--- src/rtl/i2s_rx_deser.sv ---
// I2S slave receiver: oversamples SCK/WS/SD in i_clk, deserialises each
// WS half-frame MSB-first and forwards the selected channel as a signed word
// with a one-cycle strobe. Malformed slot lengths raise a one-cycle error.
//
// state   | meaning
// --------+---------------------------------------------------------------
// HUNT    | waiting for the first WS edge; partial slot is discarded
// RECV    | collecting bits of the current slot, completes on the WS edge
module i2s_rx_deser #(
    parameter int SAMP_WIDTH  = 24,
    parameter int SLOT_MAX    = 32,
    parameter int SYNC_STAGES = 2
) (
    input  logic                         i_clk,
    input  logic                         i_rst_n,
    input  logic                         i_sck,
    input  logic                         i_ws,
    input  logic                         i_sd,
    input  logic                         i_chan_sel,
    output logic signed [SAMP_WIDTH-1:0] o_samp_data,
    output logic                         o_samp_strobe,
    output logic                         o_slot_err
);

    localparam int CNT_W = $clog2(SLOT_MAX + 2);
    localparam logic [CNT_W-1:0] CNT_SAT  = CNT_W'(SLOT_MAX + 1);
    localparam logic [CNT_W-1:0] CNT_MIN  = CNT_W'(SAMP_WIDTH);
    localparam logic [CNT_W-1:0] CNT_MAX  = CNT_W'(SLOT_MAX);

    localparam logic [0:0] ST_HUNT = 1'b0;
    localparam logic [0:0] ST_RECV = 1'b1;

    logic [SYNC_STAGES-1:0] sck_sync_q, ws_sync_q, sd_sync_q;
    logic                   sck_s, ws_s, sd_s, sck_rise;

    logic sck_prev_q, ws_prev_q, ws_seen_q;
    logic ev_q, sd_bit_q, edge_q, chan_q;

    logic [0:0]            state_q, state_d;
    logic [CNT_W-1:0]      bit_cnt_q, bit_cnt_d, cnt_inc;
    logic [SAMP_WIDTH-1:0] word_q, word_d, word_fill;
    logic                  done_d;

    logic                  done_q, done_chan_q;
    logic [SAMP_WIDTH-1:0] done_word_q;
    logic [CNT_W-1:0]      done_cnt_q;

    assign sck_s    = sck_sync_q[SYNC_STAGES-1];
    assign ws_s     = ws_sync_q[SYNC_STAGES-1];
    assign sd_s     = sd_sync_q[SYNC_STAGES-1];
    assign sck_rise = sck_s & ~sck_prev_q;

    // Synchronise the asynchronous I2S pins into i_clk.
    always_ff @(posedge i_clk or negedge i_rst_n) begin
        if (!i_rst_n) begin
            sck_sync_q <= '0;
            ws_sync_q  <= '0;
            sd_sync_q  <= '0;
        end else begin
            sck_sync_q <= {sck_sync_q[SYNC_STAGES-2:0], i_sck};
            ws_sync_q  <= {ws_sync_q[SYNC_STAGES-2:0], i_ws};
            sd_sync_q  <= {sd_sync_q[SYNC_STAGES-2:0], i_sd};
        end
    end

    // Detect SCK rises and capture the WS/SD values that belong to each bit.
    // The first rise after reset only primes ws_prev so that releasing reset
    // inside a right slot does not fake a WS edge.
    always_ff @(posedge i_clk or negedge i_rst_n) begin
        if (!i_rst_n) begin
            sck_prev_q <= 1'b0;
            ws_prev_q  <= 1'b0;
            ws_seen_q  <= 1'b0;
            ev_q       <= 1'b0;
            sd_bit_q   <= 1'b0;
            edge_q     <= 1'b0;
            chan_q     <= 1'b0;
        end else begin
            sck_prev_q <= sck_s;
            ev_q       <= sck_rise;
            if (sck_rise) begin
                sd_bit_q  <= sd_s;
                edge_q    <= ws_seen_q && (ws_s != ws_prev_q);
                chan_q    <= ws_prev_q;
                ws_prev_q <= ws_s;
                ws_seen_q <= 1'b1;
            end
        end
    end

    // Slot FSM next state: store the bit, count it, and close the slot on a WS edge.
    always_comb begin
        state_d   = state_q;
        bit_cnt_d = bit_cnt_q;
        word_d    = word_q;
        done_d    = 1'b0;
        word_fill = word_q;
        cnt_inc   = (bit_cnt_q == CNT_SAT) ? bit_cnt_q : bit_cnt_q + 1'b1;
        for (int i = 0; i < SAMP_WIDTH; i++) begin
            if (bit_cnt_q == CNT_W'(SAMP_WIDTH - 1 - i)) begin
                word_fill[i] = sd_bit_q;
            end
        end
        if (ev_q) begin
            case (state_q)
                ST_HUNT: begin
                    if (edge_q) begin
                        state_d = ST_RECV;
                    end
                end
                default: begin
                    if (edge_q) begin
                        done_d    = 1'b1;
                        word_d    = '0;
                        bit_cnt_d = '0;
                    end else begin
                        word_d    = word_fill;
                        bit_cnt_d = cnt_inc;
                    end
                end
            endcase
        end
    end

    // Slot FSM state and the completed-slot hand-off register.
    always_ff @(posedge i_clk or negedge i_rst_n) begin
        if (!i_rst_n) begin
            state_q     <= ST_HUNT;
            bit_cnt_q   <= '0;
            word_q      <= '0;
            done_q      <= 1'b0;
            done_chan_q <= 1'b0;
            done_word_q <= '0;
            done_cnt_q  <= '0;
        end else begin
            state_q   <= state_d;
            bit_cnt_q <= bit_cnt_d;
            word_q    <= word_d;
            done_q    <= done_d;
            if (done_d) begin
                done_chan_q <= chan_q;
                done_word_q <= word_fill;
                done_cnt_q  <= cnt_inc;
            end
        end
    end

    // Output stage: forward the selected channel, flag bad slot lengths on any channel.
    always_ff @(posedge i_clk or negedge i_rst_n) begin
        if (!i_rst_n) begin
            o_samp_data   <= '0;
            o_samp_strobe <= 1'b0;
            o_slot_err    <= 1'b0;
        end else begin
            o_samp_strobe <= 1'b0;
            o_slot_err    <= 1'b0;
            if (done_q) begin
                if (done_chan_q == i_chan_sel) begin
                    o_samp_data   <= done_word_q;
                    o_samp_strobe <= 1'b1;
                end
                o_slot_err <= (done_cnt_q < CNT_MIN) || (done_cnt_q > CNT_MAX);
            end
        end
    end

endmodule

--- config.mk ---
export PLATFORM = sky130hd
export DESIGN_NAME = i2s_rx_deser
export DESIGN_NICKNAME = d
export VERILOG_FILES = /design/src/rtl/i2s_rx_deser.sv
export SDC_FILE = /design/constraint.sdc
export NUM_CORES = 1
export LEC_CHECK = 0
export ABC_CLOCK_PERIOD_IN_PS = 2000
export BUFFER_PORTS_ARGS = -buffer_cell sky130_fd_sc_hd__buf_2
export CAP_MARGIN = 0
export CORE_MARGIN = 10
export CORE_UTILIZATION = 40
export DETAILED_ROUTE_END_ITERATION = 6
export HOLD_SLACK_MARGIN = 0.03
export PLACE_DENSITY_LB_ADDON = 0.1
export SETUP_SLACK_MARGIN = 0.15
export SYNTH_ARGS = -nofsm -noshare
export SYNTH_HDL_FRONTEND = slang
export SYNTH_SLANG_ARGS = --single-unit
--- constraint.sdc ---
create_clock -name i_clk -period 2 [get_ports i_clk]
set_clock_uncertainty 0.1 [all_clocks]
set_input_delay 0.2 -clock i_clk [delete_from_list [all_inputs] [get_ports i_clk]]
set_output_delay 0.2 -clock i_clk [all_outputs]
set_load 0.005 [all_outputs]
# Yosys cells after proc, flatten, opt, wreduce, memory -nomap -nowiden
# Cells that the tools add are included.
# word_totals
regBits	102
inputBits	6
# classes
n_addsub	1
n_lt_le_gt_ge	2
n_eq_ne	26
n_mux	34
bitwise	2
reduce_logical	5
# op_table
op	count
6-bit by 4-bit equality test with 1-bit output (second input constant)	8
6-bit by 5-bit equality test with 1-bit output (second input constant)	8
1-bit two-way mux	31
6-bit by 3-bit equality test with 1-bit output (second input constant)	4
24-bit two-way mux	1
6-bit by 2-bit equality test with 1-bit output (second input constant)	2
6-bit two-way mux	2
6-bit by 1-bit adder with 6-bit output (second input constant)	1
6-bit by 1-bit equality test with 1-bit output (second input constant)	1
6-bit equality test (second input constant)	1
6-bit > comparator (second input constant)	1
6-bit logical NOT	1
6-bit by 5-bit less-than comparator with 1-bit output (second input constant)	1
2-bit AND reduction	2
1-bit AND	1
1-bit equality test	1
1-bit logical AND	1
1-bit logical OR	1
1-bit != test	1
1-bit NOT	1

# Logic depth before layout (Yosys ltp)
# depth
depth_word	3
mapped_depth	6
ltp_nobuf	5

# Worst setup path after synthesis
# No wires, ideal clock.
# synth_path
kind	reg-to-reg
startpoint	register bit_cnt_q[0]
endpoint	register word_q[19]
setup_ns	0.139
t_arrival_ns	1.590
t_required_ns	1.761
path_slack_ns	0.170
stages_incl_launch_ff	7
n_path_buf	1
period_less_slack_ns	1.830
cell_sequence	dfrtp_1 inv_1 ha_1 clkbuf_1 or3b_1 o21ai_0 o311ai_1
# synth_between
elab_chain_cells	3
# synth_lines
element	line_no	rtl
start, declared	40	logic [CNT_W-1:0] bit_cnt_q, bit_cnt_d, cnt_inc;
start signal, assigned	137	bit_cnt_q <= bit_cnt_d;
6-bit by 3-bit equality test with 1-bit output	100	if (bit_cnt_q == CNT_W'(SAMP_WIDTH - 1 - i)) begin
1-bit two-way mux	100	
24-bit two-way mux	112	if (edge_q) begin
end signal, assigned	138	word_q <= word_d;
end, declared	41	logic [SAMP_WIDTH-1:0] word_q, word_d, word_fill;
# Every way passes these cells.
# A chain may end at the register's enable or synchronous reset.

# Worst setup path after layout
# layout_path
startpoint	register bit_cnt_q[4]
endpoint	register done_word_q[12]
# layout_between
elab_chain_cells	2
# layout_lines
element	line_no	rtl
6-bit by 4-bit equality test with 1-bit output	100	
1-bit two-way mux	100	
end signal, assigned	142	done_word_q <= word_fill;
end, declared	45	logic [SAMP_WIDTH-1:0] done_word_q;
# Every way passes these cells.

==> metrics.cfg <==
[outcome]
run_status = finished clean

[timing]
hold_violations = 0
post-route-period-util_pct = 90.3
rsz0062_at_grt = yes
period_needed_ns = 1.81
setup_tns_ns = 0
fin_hold_ws_ns = 0.236
slew-limit-headroom_pct = 68.6
slew_violations = 0
worstMarginPinSlew_ns = 0.470
finalSetupViolations = 0
fmax_ghz = 0.554

[clock_network]
cts_sinks = 102
numCtsBuffers = 9
cts_tree = built
cts_root_buf = clkbuf_16
cts_buffer_depth = 2
worstSkewPairLatency_ns = 0.34
path_clk_slew_ns = 0.07
cts_max_level = 3

[setup_path]
crit_chain = buf_12 -> or4b_4 -> o21ai_0 -> a21oi_1
setup.worst_path.class = reg2reg
max_stage_delay_ns = 0.55
r2r.worst_path.cells = 4
cp_max_fo = 11
path_buf_inv = 1
reg2reg_to = done_word_q[12]$_DFFE_PN0P_
r2r_slack_ns = 0.19
cp-endpoint = done_word_q[12]$_DFFE_PN0P_
critPathTopFamily = simple AND/OR/NAND/NOR gates
cp_num_cells = 4
r2r_start = bit_cnt_q[4]$_DFFE_PN0P_
cpMaxStageDelayCell = or4b_4
worst_ep_arrival_time_ns = 1.92
startpoint = bit_cnt_q[4]$_DFFE_PN0P_
cp-start-kind = register
critPathRequiredTime_ns = 2.12
end_kind = register

[grt]
grt.total_usage_pct = 14.5
grt_overflow = 0
grt_pass1_wl_mm = 19.2
grt_max_degree = 44
antenna_found_initial = 0
first_global_vias = 3624

[synthesis]
ys_seq_elements = 102
avgSynthCellArea_um2 = 10.6
ys.flop_type = dfrtp_1
syn_area_um2 = 4730
yosys_warnings = 0
synth_nets = 457
yosysTopAreaCellShare_pct = 54.0
synth_cell_types = 52
yosysMostFrequentCell = dfrtp_1
ys_top_cells_by_area = dfrtp_1 54%, mux2_2 6.4%, o21ai_0 4.3%, a31oi_1 3.2%, a21oi_1 3.0%
seq_area_frac_synth_pct = 54.0
netlist.top_cell.by_area = dfrtp_1
netlist_instances = 446
ys_top_cells_by_count = 102 x dfrtp_1, 41 x o21ai_0, 32 x nor2_1, 28 x a21oi_1, 28 x nand2_1
synth-edff-count = 0
synth-async-reset-ratio_pct = 100

[floorplanning]
io_pins = 32
die_w_um = 129
rows = 39
die_height_um = 129
start_util_pct = 41.1
die-area_um2 = 16600
coreArea_um2 = 11500

[placed_design]
post_dp_cell_area_um2 = 5160
io_buffers = 31
dp.final_hpwl_mm = 7.77
place_congestion = 0.854

[detailed_routing]
drc = 0
first_pass_iters = 4
routed_wl_mm = 11.7
first_iter_violations = 269
antenna_left = 0
viasPerCell = 5.69
vias = 3595
routedWlPerCell_um = 18.4

[power_and_ir_drop]
p_switching_mw = 2.61
power_leakage_nw = 2.41
cellPowerDensity_nw_per_um2 = 1380
pwr-share-clk_pct = 22.2
power_frac_seq_pct = 43.5
power.internal_mw = 4.99
switching_share_pct = 34.4
peakVddDrop_uv = 594
comb_power_share_pct = 34.3

[worst_hold_path]
hp-class = in2async

[job]
cap_violations = 0

[final_layout]
num-fill-cells = 1107
area_growth_pct = 16.6
regArea_um2 = 2550
final_area_um2 = 5520
finalNetCount = 496
multiInputGateArea_um2 = 1970
antenna_cells = 0
drive_above_1_share_pct = 23.7

## per-stage QoR
stage	power, mW	util [%]	cells	setup WS, ns
floorplan	4.90	-	446	0.170
global placement	5.83	44.8	612	0.145
detailed placement	5.90	44.8	612	0.164
CTS	7.64	47.6	631	0.151
global route	8.17	47.9	632	0.123
finish	7.60	47.9	632	0.194
## cells in the final DEF (no fill, tap or decap), types with 5 or more instances in the layout
| cell | n |
|---|---|
| a21oi_1 | 28 |
| a31oi_1 | 24 |
| a32oi_1 | 13 |
| buf_2 | 30 |
| buf_4 | 28 |
| clkbuf_16 | 9 |
| dfrtp_1 | 101 |
| inv_1 | 10 |
| mux2_2 | 27 |
| nand2_1 | 28 |
| nand2b_1 | 5 |
| nand3_1 | 11 |
| nor2_1 | 32 |
| nor2b_1 | 11 |
| o21ai_0 | 40 |
| o21ai_1 | 12 |
| o311ai_1 | 5 |
| o31ai_1 | 5 |
## worst min path at each step
stage / startpoint / end
after CTS: i_rst_n / o_samp_data[0]$_DFFE_PN0P_
after detailed placement: i_rst_n / o_samp_data[0]$_DFFE_PN0P_
after global placement: i_rst_n / o_samp_data[0]$_DFFE_PN0P_
after global routing: i_rst_n / done_word_q[2]$_DFFE_PN0P_
final: i_rst_n / o_samp_data[0]$_DFFE_PN0P_
after floorplan: i_rst_n / bit_cnt_q[0]$_DFFE_PN0P_
## power by group through the flow
| stage | registers [mW] | clock network (mW) | logic [mW] |
|---|---|---|---|
| 3_5_place_dp | 3.34 | 0 | 2.56 |
| 3_3_place_gp | 3.31 | 0 | 2.52 |
| 2_1_floorplan | 3.21 | 0 | 1.69 |
| 5_1_grt | 3.42 | 1.84 | 2.91 |
| 4_1_cts | 3.30 | 1.76 | 2.58 |
| 6_report | 3.31 | 1.69 | 2.60 |
## repair_timing
action,4_1_cts,5_1_grt
setup buffers,0,1
hold buffers,4,0
hold endpoints to repair,30,0
resized for setup,0,9
endpoints found under the setup margin,0,23
## kinds of logic after synthesis
| logic type | share of synthesized area [%] |
|---|---|
| buffers and inverters | 4.79 |
| xor gates and xnor gates | 0.926 |
| AOI/OAI and AO/OA | 17.5 |
| DFF | 54.0 |
| adders and majority gates | 1.32 |
| muxes | 6.64 |
| and+or+nand+nor | 14.9 |
## layout make-up
cell class / instances / area share, %
Inverter: 11 / 0.748
Clock buffer: 15 / 5.22
Tap cell: 143 / 3.24
Timing Repair Buffer: 66 / 8.71
Sequential cell: 102 / 46.3
Multi-Input combinational cell: 295 / 35.8
## sequential cells by signal (all words and copies together), names as in the netlist, 2 cells and up
name and flops:
bit_cnt_q 6, word_q 24, o_samp_data 24, sck_sync_q 2, ws_sync_q 2, sd_sync_q 2
done_cnt_q 6, done_word_q 24
## layer usage
layer / vias up / global-route usage (%) / wire length [um]
met3: 13 / 3.33 / 460
met4: 0 / 4.48 / 153
met2: 75 / 23.5 / 5490
met1: 1815 / 19.0 / 5540
li1: 1692 / - / -
met5: - / 0 / 0
No activity file was read; power rests on OpenSTA's default activity.
